===== src/rtl/norm_pipe_param_pkg.sv =====
// norm_pipe_param_pkg
//   Shared defaults for the parametrised normaliser pipeline.
//   DEF_W     : width of the count / max inputs
//   DEF_OB    : output bits, one restoring-division stage per bit
//   DEF_TW    : width of the tag carried alongside each sample
//   DEF_ROUND : 0 = truncate, 1 = round half up in the final stage
package norm_pipe_param_pkg;

    localparam int DEF_W     = 20;
    localparam int DEF_OB    = 8;
    localparam int DEF_TW    = 4;
    localparam int DEF_ROUND = 0;

endpackage


===== src/rtl/norm_bit_stage.sv =====
// norm_bit_stage
//   One registered restoring-division step of the normaliser pipeline.
//   Shifts the partial remainder left, subtracts max when it fits and drops
//   the resulting quotient bit into position OB-idx of q (MSB first).
//   The stage with idx == OB is the last one: its register is the pipeline
//   output register, so it also applies the sat/dz override and optional
//   rounding before capture.
//   Ports:
//     clk, rst, en        : clock, async active-high reset, advance enable
//     in_*                : previous stage contents (valid, r, q, max, tag, sat, dz)
//     out_*               : this stage's registered contents
module norm_bit_stage #(
    parameter int W     = 20,
    parameter int OB    = 8,
    parameter int TW    = 4,
    parameter int idx   = 1,
    parameter int ROUND = 0
) (
    input  logic          clk,
    input  logic          rst,
    input  logic          en,
    input  logic          in_valid,
    input  logic [W:0]    in_r,
    input  logic [OB-1:0] in_q,
    input  logic [W-1:0]  in_max,
    input  logic [TW-1:0] in_tag,
    input  logic          in_sat,
    input  logic          in_dz,
    output logic          out_valid,
    output logic [W:0]    out_r,
    output logic [OB-1:0] out_q,
    output logic [W-1:0]  out_max,
    output logic [TW-1:0] out_tag,
    output logic          out_sat,
    output logic          out_dz
);
    localparam bit LAST = (idx == OB);

    logic [W+1:0]  r2;
    logic [W+1:0]  max_ext;
    logic          ge;
    logic [W:0]    r_step;
    logic [OB-1:0] q_step;
    logic [OB-1:0] q_fin;

    logic          valid_d, valid_q;
    logic [W:0]    r_d, r_q;
    logic [OB-1:0] q_d, q_q;
    logic [W-1:0]  max_d, max_q;
    logic [TW-1:0] tag_d, tag_q;
    logic          sat_d, sat_q;
    logic          dz_d, dz_q;

    always_comb begin
        max_ext = {2'b00, in_max};
        r2      = {in_r, 1'b0};
        ge      = (r2 >= max_ext);
        // r < max keeps the difference inside W+1 bits; for sat/dz samples
        // the remainder is meaningless and is discarded by the override.
        r_step  = ge ? (W+1)'(r2 - max_ext) : r2[W:0];
        q_step  = in_q;
        q_step[OB-idx] = ge;

        q_fin = q_step;
        if (LAST) begin
            if (in_sat || in_dz) begin
                q_fin = '1;
            end else if ((ROUND != 0) && ({r_step, 1'b0} >= max_ext) && !(&q_step)) begin
                // Guard bit set: round up, but never wrap past all ones.
                q_fin = q_step + OB'(1);
            end
        end

        valid_d = valid_q;
        r_d     = r_q;
        q_d     = q_q;
        max_d   = max_q;
        tag_d   = tag_q;
        sat_d   = sat_q;
        dz_d    = dz_q;
        if (en) begin
            valid_d = in_valid;
            r_d     = r_step;
            q_d     = q_fin;
            max_d   = in_max;
            tag_d   = in_tag;
            sat_d   = in_sat;
            dz_d    = in_dz;
        end
    end

    always_ff @(posedge clk or posedge rst) begin
        if (rst) begin
            valid_q <= 1'b0;
            r_q     <= '0;
            q_q     <= '0;
            max_q   <= '0;
            tag_q   <= '0;
            sat_q   <= 1'b0;
            dz_q    <= 1'b0;
        end else begin
            valid_q <= valid_d;
            r_q     <= r_d;
            q_q     <= q_d;
            max_q   <= max_d;
            tag_q   <= tag_d;
            sat_q   <= sat_d;
            dz_q    <= dz_d;
        end
    end

    assign out_valid = valid_q;
    assign out_r     = r_q;
    assign out_q     = q_q;
    assign out_max   = max_q;
    assign out_tag   = tag_q;
    assign out_sat   = sat_q;
    assign out_dz    = dz_q;

endmodule


===== src/rtl/norm_pipe_param.sv =====
// norm_pipe_param
//   Fully pipelined normaliser: out_norm = floor(count * 2^OB / max), with
//   optional round-half-up. One sample per enabled cycle, tag carried along.
//   Input register (stage 0) followed by OB restoring bit stages; the last
//   bit stage doubles as the output register, giving OB+1 enabled edges of
//   latency.
//   Ports:
//     MHz10, rst      : clock (rising edge), async active-high reset
//     en              : pipeline advance; low freezes every register
//     in_valid, count, max, in_tag : sample input, sampled when en=1
//     out_valid, out_norm, out_tag : result (out_valid holds while en=0)
//     out_sat         : count >= max with max != 0, out_norm all ones
//     out_dz          : max == 0, out_norm all ones
//     busy            : any stage holds a valid sample
module norm_pipe_param
    import norm_pipe_param_pkg::*;
#(
    parameter int W     = DEF_W,
    parameter int OB    = DEF_OB,
    parameter int TW    = DEF_TW,
    parameter int ROUND = DEF_ROUND
) (
    input  logic          MHz10,
    input  logic          rst,
    input  logic          en,
    input  logic          in_valid,
    input  logic [W-1:0]  count,
    input  logic [W-1:0]  max,
    input  logic [TW-1:0] in_tag,
    output logic          out_valid,
    output logic [OB-1:0] out_norm,
    output logic [TW-1:0] out_tag,
    output logic          out_sat,
    output logic          out_dz,
    output logic          busy
);
    // Stage 0 (input register)
    logic          s0_valid_d, s0_valid_q;
    logic [W:0]    s0_r_d, s0_r_q;
    logic [W-1:0]  s0_max_d, s0_max_q;
    logic [TW-1:0] s0_tag_d, s0_tag_q;
    logic          s0_sat_d, s0_sat_q;
    logic          s0_dz_d, s0_dz_q;

    always_comb begin
        s0_valid_d = s0_valid_q;
        s0_r_d     = s0_r_q;
        s0_max_d   = s0_max_q;
        s0_tag_d   = s0_tag_q;
        s0_sat_d   = s0_sat_q;
        s0_dz_d    = s0_dz_q;
        if (en) begin
            s0_valid_d = in_valid;
            s0_r_d     = {1'b0, count};
            s0_max_d   = max;
            s0_tag_d   = in_tag;
            s0_dz_d    = (max == '0);
            s0_sat_d   = (max != '0) && (count >= max);
        end
    end

    always_ff @(posedge MHz10 or posedge rst) begin
        if (rst) begin
            s0_valid_q <= 1'b0;
            s0_r_q     <= '0;
            s0_max_q   <= '0;
            s0_tag_q   <= '0;
            s0_sat_q   <= 1'b0;
            s0_dz_q    <= 1'b0;
        end else begin
            s0_valid_q <= s0_valid_d;
            s0_r_q     <= s0_r_d;
            s0_max_q   <= s0_max_d;
            s0_tag_q   <= s0_tag_d;
            s0_sat_q   <= s0_sat_d;
            s0_dz_q    <= s0_dz_d;
        end
    end

    // Inter-stage buses: index 0 is the input register, index OB the output.
    logic [OB:0]          v_a;
    logic [OB:0][W:0]     r_a;
    logic [OB:0][OB-1:0]  q_a;
    logic [OB:0][W-1:0]   max_a;
    logic [OB:0][TW-1:0]  tag_a;
    logic [OB:0]          sat_a;
    logic [OB:0]          dz_a;

    assign v_a[0]   = s0_valid_q;
    assign r_a[0]   = s0_r_q;
    assign q_a[0]   = '0;
    assign max_a[0] = s0_max_q;
    assign tag_a[0] = s0_tag_q;
    assign sat_a[0] = s0_sat_q;
    assign dz_a[0]  = s0_dz_q;

    for (genvar gi = 1; gi <= OB; gi++) begin : g_stage
        norm_bit_stage #(
            .W     (W),
            .OB    (OB),
            .TW    (TW),
            .idx   (gi),
            .ROUND (ROUND)
        ) u_stage (
            .clk       (MHz10),
            .rst       (rst),
            .en        (en),
            .in_valid  (v_a[gi-1]),
            .in_r      (r_a[gi-1]),
            .in_q      (q_a[gi-1]),
            .in_max    (max_a[gi-1]),
            .in_tag    (tag_a[gi-1]),
            .in_sat    (sat_a[gi-1]),
            .in_dz     (dz_a[gi-1]),
            .out_valid (v_a[gi]),
            .out_r     (r_a[gi]),
            .out_q     (q_a[gi]),
            .out_max   (max_a[gi]),
            .out_tag   (tag_a[gi]),
            .out_sat   (sat_a[gi]),
            .out_dz    (dz_a[gi])
        );
    end

    // The final remainder and divisor are consumed inside the last stage.
    logic tail_unused;
    assign tail_unused = ^{r_a[OB], max_a[OB]};

    assign out_valid = v_a[OB];
    assign out_norm  = q_a[OB];
    assign out_tag   = tag_a[OB];
    assign out_sat   = sat_a[OB];
    assign out_dz    = dz_a[OB];
    assign busy      = |v_a;

endmodule


===== config.mk =====
export PLATFORM = sky130hd
export DESIGN_NAME = norm_pipe_param
export DESIGN_NICKNAME = d
export VERILOG_FILES = /design/src/rtl/norm_pipe_param_pkg.sv /design/src/rtl/norm_bit_stage.sv /design/src/rtl/norm_pipe_param.sv
export SDC_FILE = /design/constraint.sdc
export NUM_CORES = 1
export LEC_CHECK = 0
export ABC_AREA = 1
export CAP_MARGIN = 20
export CORE_UTILIZATION = 30
export CTS_BUF_LIST = sky130_fd_sc_hd__clkbuf_8 sky130_fd_sc_hd__clkbuf_16
export DETAILED_ROUTE_END_ITERATION = 10
export GPL_TIMING_DRIVEN = 0
export SYNTH_ARGS = -nofsm -noshare
export SYNTH_HDL_FRONTEND = slang
export SYNTH_SLANG_ARGS = --single-unit

===== constraint.sdc =====
create_clock -name MHz10 -period 12.76 [get_ports MHz10]
set_input_delay 1.276 -clock MHz10 [delete_from_list [all_inputs] [get_ports MHz10]]
set_output_delay 1.276 -clock MHz10 [all_outputs]
set_load 0.01 [all_outputs]

==> out/qor.yml <==
viasPerCell: 4.78
timing.rr.end: "g_stage[6].u_stage.out_r[18]"
antenna_found_initial: 2
ys_ff_latch: 426
die-area_um2: 97500
cp_top_family: "buffers and inverters"
mappedNetlistNets: 4531
met3_usage: 0.0248
slowest_delay_ns: 0.58
holdPathEnd: "g_stage[5].u_stage.out_dz"
core_area_um2: 95200
synth-warning-count: 0
cts_max_level: 2
grt_pass1_vias: 26300
cp_num_buf_inv: 8
synth_seq_area_share: 0.369
crit_fanout: 40
io_buffer_count: 62
track_usage: 0.204
synth.distinct_cells: 40
routed_wl_um: 99900
cts.sinks: 426
nets: 4657
die_w_um: 312
hold_path_depth: 2
min_path_type: "reg -> reg"
busiest_layer: "met2"
rows: 113
detail-route-antenna-nets: 0
r2r_setup_slack_ns: 10.09
use_met2: 0.333
area_delta_synth_final_pct: 14.3
yosys_most_used_dff: "dfrtp_1"
peakVddDrop_uv: 106
synth_cells: 4297
fin_crit_sh: 0.252
wire_per_inst_um: 17.4
gp_congestion: 0.958
p_leak_nw: 17.6
synth-edff-count: 0
cts_resized: 0
drt-pass1-iter-count: 8
crit_type: "in -> async"
grt_overflow_total: 0
p_per_area_nw_per_um2: 233
run_status: "complete, no violations"
critPathLaunchType: "input pin"
tns_ns: 0
pin_count: 64
finalCriticalPeriod_ns: 3.21
r2r_cells: 12
setup_viol_count_final: 0
worstPathRequired_ns: 13.54
die_y_um: 312
post_cts_buffers: 0
pre_cts_ws_ns: 8.79
cpMaxStageDelayCell: "clkinvlp_4"
crit_chain: "clkdlybuf4s50_1 > clkinvlp_4 > buf_12 > buf_12 > buf_12 > buf_12 > buf_12 > buf_12"
cts_tree: "yes"
drv_cap: 0
grt_use_met1: 0.281
ys_async_sr_fraction: 1.00
diodes: 0
relSlewSlack: 0.313
cts-root-buf: "clkbuf_16"
tightestPinTransition_ns: 1.03
grt_pass1_wl_um: 155000
netlist_area_um2: 28900
drt_iter0_markers: 2122
fmax_mhz: 311
vias: 27300
clk_latency_ns: 0.62
grt_max_degree: 42
cts_hold_buf: 0
rsz0062_at_grt: "false"
drive_gt1_frac: 0.0437
fin_util: 0.347
dp_hpwl_um: 79800
cts_max_path_buffers: 3
drv_slew: 0
start_util: 0.303
setup_ws_ns: 9.55
clk_pin_slew_ns: 0.06
fin_skew_ns: 0.0224
cts_buffers: 48
r2r_start: "g_stage[5].u_stage.out_max[19]"
postSynthAreaPerCell_um2: 6.72
drc: 0
min_from: "g_stage[4].u_stage.out_dz"
hold_violations: 0
cp.arrival_ns: 4.00
critPathMostFrequentCell: "buf_12"
cp-end-kind: "async pin"
-- worst max-delay path by stage --
| stage | depth (start not counted) | to | start | slack (ns) |
|---|---|---|---|---|
| after detailed placement | 8 | s0_r_q[7] | rst | 8.79 |
| after global placement | 2 | s0_r_q[7] | rst | 2.64 |
| after CTS | 8 | g_stage[1].u_stage.out_r[3] | rst | 9.42 |
| after global routing | 8 | g_stage[1].u_stage.out_r[4] | rst | 9.19 |
| final | 8 | g_stage[1].u_stage.out_r[3] | rst | 9.55 |
| after floorplan | 1 | g_stage[1].u_stage.out_dz | rst | 5.73 |
-- metrics by stage --
step           power, mW  hold slack (ns)  instance area [µm²]  instances
2_1_floorplan       4.96            0.441                28900       4297
3_3_place_gp        6.15            0.459                31100       5624
3_5_place_dp        6.19            0.463                31400       5638
4_1_cts             7.67            0.478                33000       5727
5_1_grt             8.35            0.495                33000       5727
6_report            7.68            0.473                33000       5727
-- tightest hold or removal path, cell delays in order (launching register included) --
cell and delay [ns]:
dfrtp_1 0.34, nand2_1 0.05, o21ai_0 0.06
-- layout make-up --
type	instances	area [µm²]
fillers	10400	62200
clock inverters	29	264
repair buffers	76	891
well taps	1265	1580
clock buffers	60	1380
inverters	760	2860
plain buffers	123	597
multi-input cells	2988	14800
flip-flops and latches	426	10700
-- placed cells by master (no fill, tap or decap), types with 4 or more instances in the layout --
cell type	instances
nor2_4	4
bufinv_16	4
buf_1	6
xor2_1	26
a31oi_1	4
clkbuf_8	11
nor2_2	5
nor4_1	8
clkinv_2	10
nand4_1	38
nor3_1	31
nand2_1	1601
dfrtp_1	426
o21ai_1	37
o21ai_0	274
a21oi_1	107
nand2_2	7
clkbuf_16	49
buf_4	6
nand3_1	352
nor2_1	172
inv_2	22
xnor2_1	30
inv_6	6
fa_1	7
ha_1	179
buf_12	11
clkbuf_1	64
buf_6	9
inv_1	735
clkinv_1	9
clkdlybuf4s50_1	62
nand3b_1	78
o21bai_1	6
buf_2	39
-- sequential cells by signal, indices dropped and copies added (netlist names) --
name                       cells
g_stage.u_stage.out_r        147
g_stage.u_stage.out_max      140
g_stage.u_stage.out_q         36
g_stage.u_stage.out_tag       32
s0_max_q                      20
s0_r_q                        20
g_stage.u_stage.out_dz         8
g_stage.u_stage.out_sat        8
g_stage.u_stage.out_valid      8
s0_tag_q                       4
s0_dz_q                        1
s0_sat_q                       1
s0_valid_q                     1
-- cell usage after synthesis, types with 3 or more instances --
cell      count  area [µm²]
dfrtp_1     426       10700
and2_1        3        18.8
o21bai_1      6        45.0
xor2_1       26         228
or2_1         3        18.8
inv_1       729        2740
nand2_2       7        43.8
fa_1          7         140
nand3b_1     78         586
buf_1         6        22.5
ha_1        179        2240
nor4_1        8        50.1
nor2_1      172         646
o21ai_0     274        1370
buf_4         5        37.5
a21oi_1     107         536
nand4_1      38         238
nand2_1    1601        6010
buf_2        39         195
xnor2_1      30         263
nor2b_1       3        18.8
nor2_4        4        45.0
o21ai_1      37         185
clkinv_1      9        33.8
inv_2        22        82.6
nor3_1       31         155
a31oi_1       4        25.0
nor2_2        5        31.3
buf_6         9         101
clkbuf_1     64         240
nand3_1     352        1760
-- metal layers --
metal / up-vias / share of wire / wire, µm
met3: 131 / 0.048 / 4780
met5: - / 0 / 0
met4: 0 / 0.030 / 3020
met2: 648 / 0.45 / 45300
li1: 13600 / - / -
met1: 13000 / 0.47 / 46700
-- cell families after synthesis --
group | Yosys count | synth area share
buf+inv | 883 | 0.119
compound gates | 431 | 0.0757
simple gates | 2315 | 0.336
fa+ha+maj | 186 | 0.0824
xor+xnor | 56 | 0.0170
flops | 426 | 0.369
-- where the power goes --
group	switching, mW	leakage, nW	internal, mW	total, mW
Sequential	0.316	5.31	1.70	2.02
Combinational	2.76	11.4	1.45	4.21
Clock	0.612	0.843	0.847	1.46
Power figures use the tool's default switching activity.
